==> src/rtl/rule_dispatch_1t2_pkg.sv <==
// Shared rule type for the rule dispatcher (package struct_s).
// Provides rule_s_t, its width and a zero constant used for resets.
package struct_s;

    localparam int RULE_S_WIDTH = 32;

    typedef struct packed {
        logic        last;
        logic [7:0]  action;
        logic [22:0] key;
    } rule_s_t;

    localparam rule_s_t RULE_S_ZERO = rule_s_t'(32'h0000_0000);

    // Routing choice for a non-last rule: stay on ptr unless that FIFO is full.
    function automatic logic pick_target(input logic ptr, input logic full0, input logic full1);
        logic ptr_full;
        ptr_full = ptr ? full1 : full0;
        return ptr_full ? ~ptr : ptr;
    endfunction

endpackage

==> src/rtl/rule_dispatch_1t2_fifo.sv <==
// dispatch_fifo: single-clock show-ahead FIFO with synchronous active-low reset.
// A write while full is refused even if the head is popped in the same cycle.
// The head reads as zero while the FIFO is empty.
module dispatch_fifo #(
    parameter int WIDTH = 32,
    parameter int DEPTH = 4
) (
    input  logic                     clk,
    input  logic                     rst_n,
    input  logic                     wr_en,
    input  logic [WIDTH-1:0]         wr_data,
    input  logic                     rd_en,
    output logic [WIDTH-1:0]         rd_data,
    output logic                     full,
    output logic                     empty,
    output logic [$clog2(DEPTH):0]   count
);

    localparam int AW = $clog2(DEPTH);
    localparam int CW = AW + 1;

    logic [WIDTH-1:0] mem_q [DEPTH];
    logic [AW-1:0]    wr_ptr_q;
    logic [AW-1:0]    rd_ptr_q;
    logic [CW-1:0]    count_q;
    logic [CW-1:0]    count_d;
    logic             push_s;
    logic             pop_s;

    assign full    = (count_q == CW'(DEPTH));
    assign empty   = (count_q == CW'(1'b0));
    assign count   = count_q;
    assign push_s  = wr_en & ~full;
    assign pop_s   = rd_en & ~empty;
    assign rd_data = empty ? WIDTH'(1'b0) : mem_q[rd_ptr_q];

    // Occupancy update: push+pop together keeps the count unchanged.
    always_comb begin
        count_d = count_q;
        case ({push_s, pop_s})
            2'b10:   count_d = count_q + CW'(1'b1);
            2'b01:   count_d = count_q - CW'(1'b1);
            default: count_d = count_q;
        endcase
    end

    // Storage and pointer registers; reset clears everything so nothing stale is emitted.
    always_ff @(posedge clk) begin
        if (!rst_n) begin
            for (int i = 0; i < DEPTH; i++) begin
                mem_q[i] <= WIDTH'(1'b0);
            end
            wr_ptr_q <= AW'(1'b0);
            rd_ptr_q <= AW'(1'b0);
            count_q  <= CW'(1'b0);
        end else begin
            if (push_s) begin
                mem_q[wr_ptr_q] <= wr_data;
                wr_ptr_q        <= wr_ptr_q + AW'(1'b1);
            end
            if (pop_s) begin
                rd_ptr_q <= rd_ptr_q + AW'(1'b1);
            end
            count_q <= count_d;
        end
    end

endmodule

==> src/rtl/rule_dispatch_1t2.sv <==
// rule_dispatch_1t2: splits a rule stream across two output FIFOs, alternating
// non-last rules and broadcasting the packet-end marker to both outputs.
// Optional feature macro RULE_DISPATCH_DEDUP_EN drops a non-last rule that
// repeats the previous written rule of the same packet and counts it on drop_cnt.
module rule_dispatch_1t2
    import struct_s::*;
#(
    parameter int FIFO_DEPTH = 4
) (
    input  logic        clk,
    input  logic        rst_n,
    input  rule_s_t     in_data,
    input  logic        in_valid,
    output logic        in_ready,
    output rule_s_t     out_data_0,
    output rule_s_t     out_data_1,
    output logic        out_valid_0,
    output logic        out_valid_1,
    input  logic        out_ready_0,
    input  logic        out_ready_1,
    output logic [31:0] rule_cnt,
`ifdef RULE_DISPATCH_DEDUP_EN
    output logic [31:0] drop_cnt,
`endif
    output logic [31:0] last_cnt
);

    typedef enum logic {RUN = 1'b0, BCAST = 1'b1} state_e;

    localparam int CW = $clog2(FIFO_DEPTH) + 1;

    state_e                  state_q, state_d;
    logic                    ptr_q, ptr_d;
    logic [1:0]              sent_mask_q, sent_mask_d;
    rule_s_t                 pending_q, pending_d;
    logic [31:0]             rule_cnt_q, rule_cnt_d;
    logic [31:0]             last_cnt_q, last_cnt_d;

    logic                    ready_s;
    logic                    wr0_s, wr1_s;
    rule_s_t                 wr_data_s;
    logic [RULE_S_WIDTH-1:0] wr_vec_s;
    logic                    target_s;
    logic                    full0_s, full1_s;
    logic                    empty0_s, empty1_s;
    logic [CW-1:0]           cnt0_s, cnt1_s;
    logic [RULE_S_WIDTH-1:0] rd0_s, rd1_s;
    logic                    unused_cnt_s;

`ifdef RULE_DISPATCH_DEDUP_EN
    rule_s_t                 cache_q, cache_d;
    logic                    cache_vld_q, cache_vld_d;
    logic [31:0]             drop_cnt_q, drop_cnt_d;
    logic                    dup_hit_s;

    assign dup_hit_s = in_valid & ~in_data.last & cache_vld_q & (in_data == cache_q);
    assign drop_cnt  = drop_cnt_q;
`endif

    assign target_s     = pick_target(ptr_q, full0_s, full1_s);
    assign wr_vec_s     = wr_data_s;
    assign in_ready     = rst_n & ready_s;
    assign out_data_0   = rule_s_t'(rd0_s);
    assign out_data_1   = rule_s_t'(rd1_s);
    assign out_valid_0  = ~empty0_s;
    assign out_valid_1  = ~empty1_s;
    assign rule_cnt     = rule_cnt_q;
    assign last_cnt     = last_cnt_q;
    assign unused_cnt_s = ^{cnt0_s, cnt1_s};

    dispatch_fifo #(.WIDTH(RULE_S_WIDTH), .DEPTH(FIFO_DEPTH)) u_fifo0 (
        .clk     (clk),
        .rst_n   (rst_n),
        .wr_en   (wr0_s),
        .wr_data (wr_vec_s),
        .rd_en   (out_ready_0),
        .rd_data (rd0_s),
        .full    (full0_s),
        .empty   (empty0_s),
        .count   (cnt0_s)
    );

    dispatch_fifo #(.WIDTH(RULE_S_WIDTH), .DEPTH(FIFO_DEPTH)) u_fifo1 (
        .clk     (clk),
        .rst_n   (rst_n),
        .wr_en   (wr1_s),
        .wr_data (wr_vec_s),
        .rd_en   (out_ready_1),
        .rd_data (rd1_s),
        .full    (full1_s),
        .empty   (empty1_s),
        .count   (cnt1_s)
    );

    // Dispatch decisions: routing, marker broadcast, BCAST completion and counters.
    always_comb begin
        state_d     = state_q;
        ptr_d       = ptr_q;
        sent_mask_d = sent_mask_q;
        pending_d   = pending_q;
        rule_cnt_d  = rule_cnt_q;
        last_cnt_d  = last_cnt_q;
        ready_s     = 1'b0;
        wr0_s       = 1'b0;
        wr1_s       = 1'b0;
        wr_data_s   = in_data;
`ifdef RULE_DISPATCH_DEDUP_EN
        cache_d     = cache_q;
        cache_vld_d = cache_vld_q;
        drop_cnt_d  = drop_cnt_q;
`endif
        case (state_q)
            RUN: begin
`ifdef RULE_DISPATCH_DEDUP_EN
                if (dup_hit_s) begin
                    // Repeat of the last written rule: swallow it, nothing else moves.
                    ready_s    = 1'b1;
                    drop_cnt_d = drop_cnt_q + 32'd1;
                end else
`endif
                begin
                    ready_s = ~full0_s | ~full1_s;
                    if (in_valid && ready_s) begin
                        if (in_data.last) begin
                            wr0_s = ~full0_s;
                            wr1_s = ~full1_s;
`ifdef RULE_DISPATCH_DEDUP_EN
                            cache_vld_d = 1'b0;
`endif
                            if (!full0_s && !full1_s) begin
                                last_cnt_d = last_cnt_q + 32'd1;
                                ptr_d      = 1'b0;
                            end else begin
                                // One side is full: finish the broadcast later.
                                pending_d   = in_data;
                                sent_mask_d = {~full1_s, ~full0_s};
                                state_d     = BCAST;
                            end
                        end else begin
                            wr0_s      = ~target_s;
                            wr1_s      = target_s;
                            ptr_d      = ~target_s;
                            rule_cnt_d = rule_cnt_q + 32'd1;
`ifdef RULE_DISPATCH_DEDUP_EN
                            cache_d     = in_data;
                            cache_vld_d = 1'b1;
`endif
                        end
                    end else begin
                        ptr_d = ptr_q;
                    end
                end
            end
            BCAST: begin
                ready_s   = 1'b0;
                wr_data_s = pending_q;
                if ((sent_mask_q[0] && !full1_s) || (sent_mask_q[1] && !full0_s)) begin
                    wr0_s       = sent_mask_q[1];
                    wr1_s       = sent_mask_q[0];
                    state_d     = RUN;
                    last_cnt_d  = last_cnt_q + 32'd1;
                    ptr_d       = 1'b0;
                    sent_mask_d = 2'b00;
                    pending_d   = RULE_S_ZERO;
                end else begin
                    state_d = BCAST;
                end
            end
            default: begin
                state_d = RUN;
            end
        endcase
    end

    // Control and counter registers; reset abandons any pending broadcast.
    always_ff @(posedge clk) begin
        if (!rst_n) begin
            state_q     <= RUN;
            ptr_q       <= 1'b0;
            sent_mask_q <= 2'b00;
            pending_q   <= RULE_S_ZERO;
            rule_cnt_q  <= 32'd0;
            last_cnt_q  <= 32'd0;
`ifdef RULE_DISPATCH_DEDUP_EN
            cache_q     <= RULE_S_ZERO;
            cache_vld_q <= 1'b0;
            drop_cnt_q  <= 32'd0;
`endif
        end else begin
            state_q     <= state_d;
            ptr_q       <= ptr_d;
            sent_mask_q <= sent_mask_d;
            pending_q   <= pending_d;
            rule_cnt_q  <= rule_cnt_d;
            last_cnt_q  <= last_cnt_d;
`ifdef RULE_DISPATCH_DEDUP_EN
            cache_q     <= cache_d;
            cache_vld_q <= cache_vld_d;
            drop_cnt_q  <= drop_cnt_d;
`endif
        end
    end

endmodule
==> config.mk <==
export PLATFORM = sky130hd
export DESIGN_NAME = rule_dispatch_1t2
export DESIGN_NICKNAME = d
export VERILOG_FILES = /design/src/rtl/rule_dispatch_1t2_pkg.sv /design/src/rtl/rule_dispatch_1t2_fifo.sv /design/src/rtl/rule_dispatch_1t2.sv
export SDC_FILE = /design/constraint.sdc
export NUM_CORES = 1
export LEC_CHECK = 0
export CORE_UTILIZATION = 52
export DETAILED_ROUTE_END_ITERATION = 7
export GPL_TIMING_DRIVEN = 0
export PLACE_DENSITY = 0.77
export SLEW_MARGIN = 10
export SYNTH_ARGS = -nofsm -noshare
export SYNTH_HDL_FRONTEND = slang
export SYNTH_HIERARCHICAL = 1
export SYNTH_SLANG_ARGS = --single-unit
==> constraint.sdc <==
create_clock -name clk -period 4.7 [get_ports clk]
set_input_delay 0.94 -clock clk [delete_from_list [all_inputs] [get_ports clk]]
set_output_delay 0.94 -clock clk [all_outputs]
set_load 0.05 [all_outputs]
==> results.md <==
- Detailed Routing Iterations Pass 1: 4
- Setup repair after global routing missed its margin: false
- Fin crit period: 4.29 ns
- Highest Clock Rate: 0.233 GHz
- Slowest cell on crit path: clkdlybuf4s50_1
- Layout fillers: 2428
- Highest layer used for signal routing: met4
- Half-perimeter wire length after detailed placement: 27100 um
- Cell type with the largest total area after synthesis: edfxtp_1
- Async S/R FF share, synth: 0
- Combined area of all synthesized cells: 17200 sq um
- Power density over the cells: 494 nW/um^2
- Post-synthesis to final-layout area growth: 21.8%
- Mean post-synth cell area: 13.0 sq um
- Part of the cycle the worst path needs: 0.913
- Area share of the largest cell type after synthesis: 0.447
- Amount of wire on met2 after detailed routing: 19300 um
- Number of distinct standard cells referenced by the synthesized netlist: 59
- Detail Route Antenna Nets: 0
- Final Max Slew Viols: 0
- CTS tree: built
- Kind of critical path: in2out
- GR Util All Layers: 0.235
- Number of setup buffers added after CTS: 0
- Antenna violations before repair: 3
- Result of the run: completed
- DR DRC count: 0
- Vias in the first global route: 11200
- Root buf cell: clkbuf_16
- H-tree depth: 2
- Final setup vio count: 0
- Final clock skew: 0.0178 ns
- Synth top cells by count: and2_1, edfxtp_1, dfxtp_1
- Worst Tran Pin Value: 0.961 ns
- Routed wire length: 39000 um
- Fraction of layout cells with a size suffix above 1: 0.147
- Placement Rows: 66
- Die H: 184 um
- Die W: 184 um
- First-pass GRT wire length: 60500 um
- CORE AREA: 32500 sq um
- Critical-path cell list: dlymetal6s2s_1 > inv_2 > clkbuf_1 > a211oi_1 > clkdlybuf4s50_1
- Most repeated cell in the gate-level netlist after synthesis: and2_1
- Final net count: 1586
- Count of warnings emitted by yosys: 6
- Clock Path Buffers: 3
- Worst hold slack after final layout: 0.485 ns
- Number of CTS-inserted buffers: 39
- Leak pwr: 0.00733 uW
- Synth Net Count: 1371
- Vias per cell: 5.50
- DRC violation total after the first TritonRoute iteration: 850
- Max-cap violation count: 0
- Startpoint kind of the worst setup timing path: input pin
- Most instantiated flip-flop cell in the synthesis netlist: edfxtp_1
- Worst hold path type: reg2reg
- Largest driver fanout on the critical path: 21
- Register bit count reported by yosys: 374
- Die Area: 33800 sq um
- Final hold vios: 0
- Wire length on met3: 3120 um
- Area contributors post-synth: edfxtp_1, dfxtp_1, and2_1
- Met1 wire length: 15900 um
- Placer congestion estimate: 0.833
- Routed via count: 11100
- Pin count of the biggest net entering global routing: 24
- Post-synthesis sequential area ratio: 0.584
- Peak per-stage delay on the critical path: 0.88 ns
- Count of port buffers added during placement: 166
- Data required time of the critical path: 3.76 ns
- Maximum resistive drop on vdd: 0.000274 V
- Clock latency of the later-clocked register in the worst-skew pair: 0.54 ns
- CTS clock-pin slew for the worst setup and hold paths: 0.06 ns
- Boundary Pins: 168
- Number of flops mapped to enable cells by yosys: 256
- Cell family with most CP delay: buffers and inverters
- Starting density of the core: 0.529
- Wire length per cell: 19.4 um
- Max-slew headroom at the worst pin: 0.358
- Final-layout setup total negative slack: 0 ns
- Synthesized instance count: 1328
- GR Overflow Total: 0
- Crit path DAT: 3.35 ns
- Kind of end point of the critical path: output port
- Number of buffers and inverters on the critical path: 4
- Count of hold-fix buffers inserted at cts: 0
- Total number of clock tree sinks: 374
timing repair:
action                                  CTS  global route
resized for setup                         0             1
hold endpoints to repair                  0             0
endpoints found under the setup margin    0             1
report_power, final:
| group | internal [uW] | switching (uW) |
|---|---|---|
| Clock | 1810 | 1250 |
| Sequential | 3920 | 131 |
| Combinational | 1260 | 1990 |
area by class of cell:
type	count	area (sq um)	share of cell area
antenna	1	2.50	0.000119
sequential	374	10000	0.479
clock inverter	16	193	0.00919
timing repair buffer	174	1860	0.0888
clock buffer	54	1060	0.0507
multi-input combinational	851	6670	0.318
buffer	80	482	0.0230
inverter	23	91.3	0.00436
tap	442	553	0.0264
per-layer routing:
layer,vias up,GRT usage
li1,5223,-
met1,5503,0.291
met2,309,0.409
met3,51,0.0618
met4,0,0.0553
met5,-,0
worst reg2reg max path, cell delays in order (launching register included):
cell      delay (ns)
dfxtp_1         0.41
or3b_4          0.20
inv_4           0.07
buf_2           0.20
nand2b_1        0.19
a21boi_1        0.36
buf_2           0.30
clkbuf_1        0.38
nand2_1         0.10
o21ai_0         0.28
nand3_1         0.37
o21ai_4         0.71
buf_16          0.24
cell usage in the layout (no fill, tap or decap), types with 20 or more instances in the layout:
cell type / synthesis / routed
clkbuf_1: 32 / 44
inv_1: 20 / 20
xor2_1: 26 / 26
o21ai_0: 34 / 28
nor2_1: 82 / 82
a22oi_1: 32 / 32
a21oi_1: 30 / 30
mux4_2: 64 / 64
mux2_2: 32 / 32
clkbuf_16: 0 / 39
edfxtp_1: 256 / 256
nand2_1: 40 / 40
clkdlybuf4s50_1: 0 / 165
nor2b_1: 69 / 69
dfxtp_1: 118 / 118
and2_1: 260 / 260
metrics by stage:
step / power [uW] / worst slack (ns) / cell area, sq um / instances / util
after global routing: 10700 / 0.288 / 21000 / 2014 / 0.644
after floorplan: 6340 / -0.210 / 17200 / 1328 / -
final: 10400 / 0.408 / 21000 / 2015 / 0.644
after detailed placement: 7390 / 0.0566 / 19700 / 1944 / 0.606
after global placement: 7270 / -2.41 / 19400 / 1936 / 0.597
after CTS: 10400 / 0.0250 / 21000 / 2014 / 0.644
cell families (layout without fill, tap and decap cells):
family / Yosys count / after routing / share of synthesized area
and+or+nand+nor: 573 / 573 / 0.201
other: 0 / 1 / 0
adders and majority gates: 6 / 6 / 0.00523
AOI/OAI and AO/OA: 132 / 132 / 0.0494
xor gates and xnor gates: 40 / 40 / 0.0203
muxes: 100 / 100 / 0.107
DFF: 374 / 374 / 0.584
buffers and inverters: 103 / 347 / 0.0333
worst paths after layout:
check                                       from                   to  slack [ns]  cells past startpoint
worst max register to register  u_fifo0/count[0]  u_fifo1/mem_q[3][7]        0.59                     12
worst max-delay path                       rst_n             in_ready        0.41                      5
worst min register to register       last_cnt[1]          last_cnt[1]        0.48                      2
worst min-delay path                 last_cnt[1]          last_cnt[1]        0.48                      2
registers in the layout, indices dropped and copies added, names as in the netlist, named ones only:
signal and cells:
u_fifo0/mem_q 128, u_fifo1/mem_q 128, last_cnt 32, pending_q 32, rule_cnt 32, u_fifo0/count 3, u_fifo1/count 3, sent_mask_q 2
u_fifo0/rd_ptr_q 2, u_fifo0/wr_ptr_q 2, u_fifo1/rd_ptr_q 2, u_fifo1/wr_ptr_q 2, ptr_q 1, state_q 1
No activity file was read; power rests on OpenSTA's default activity.
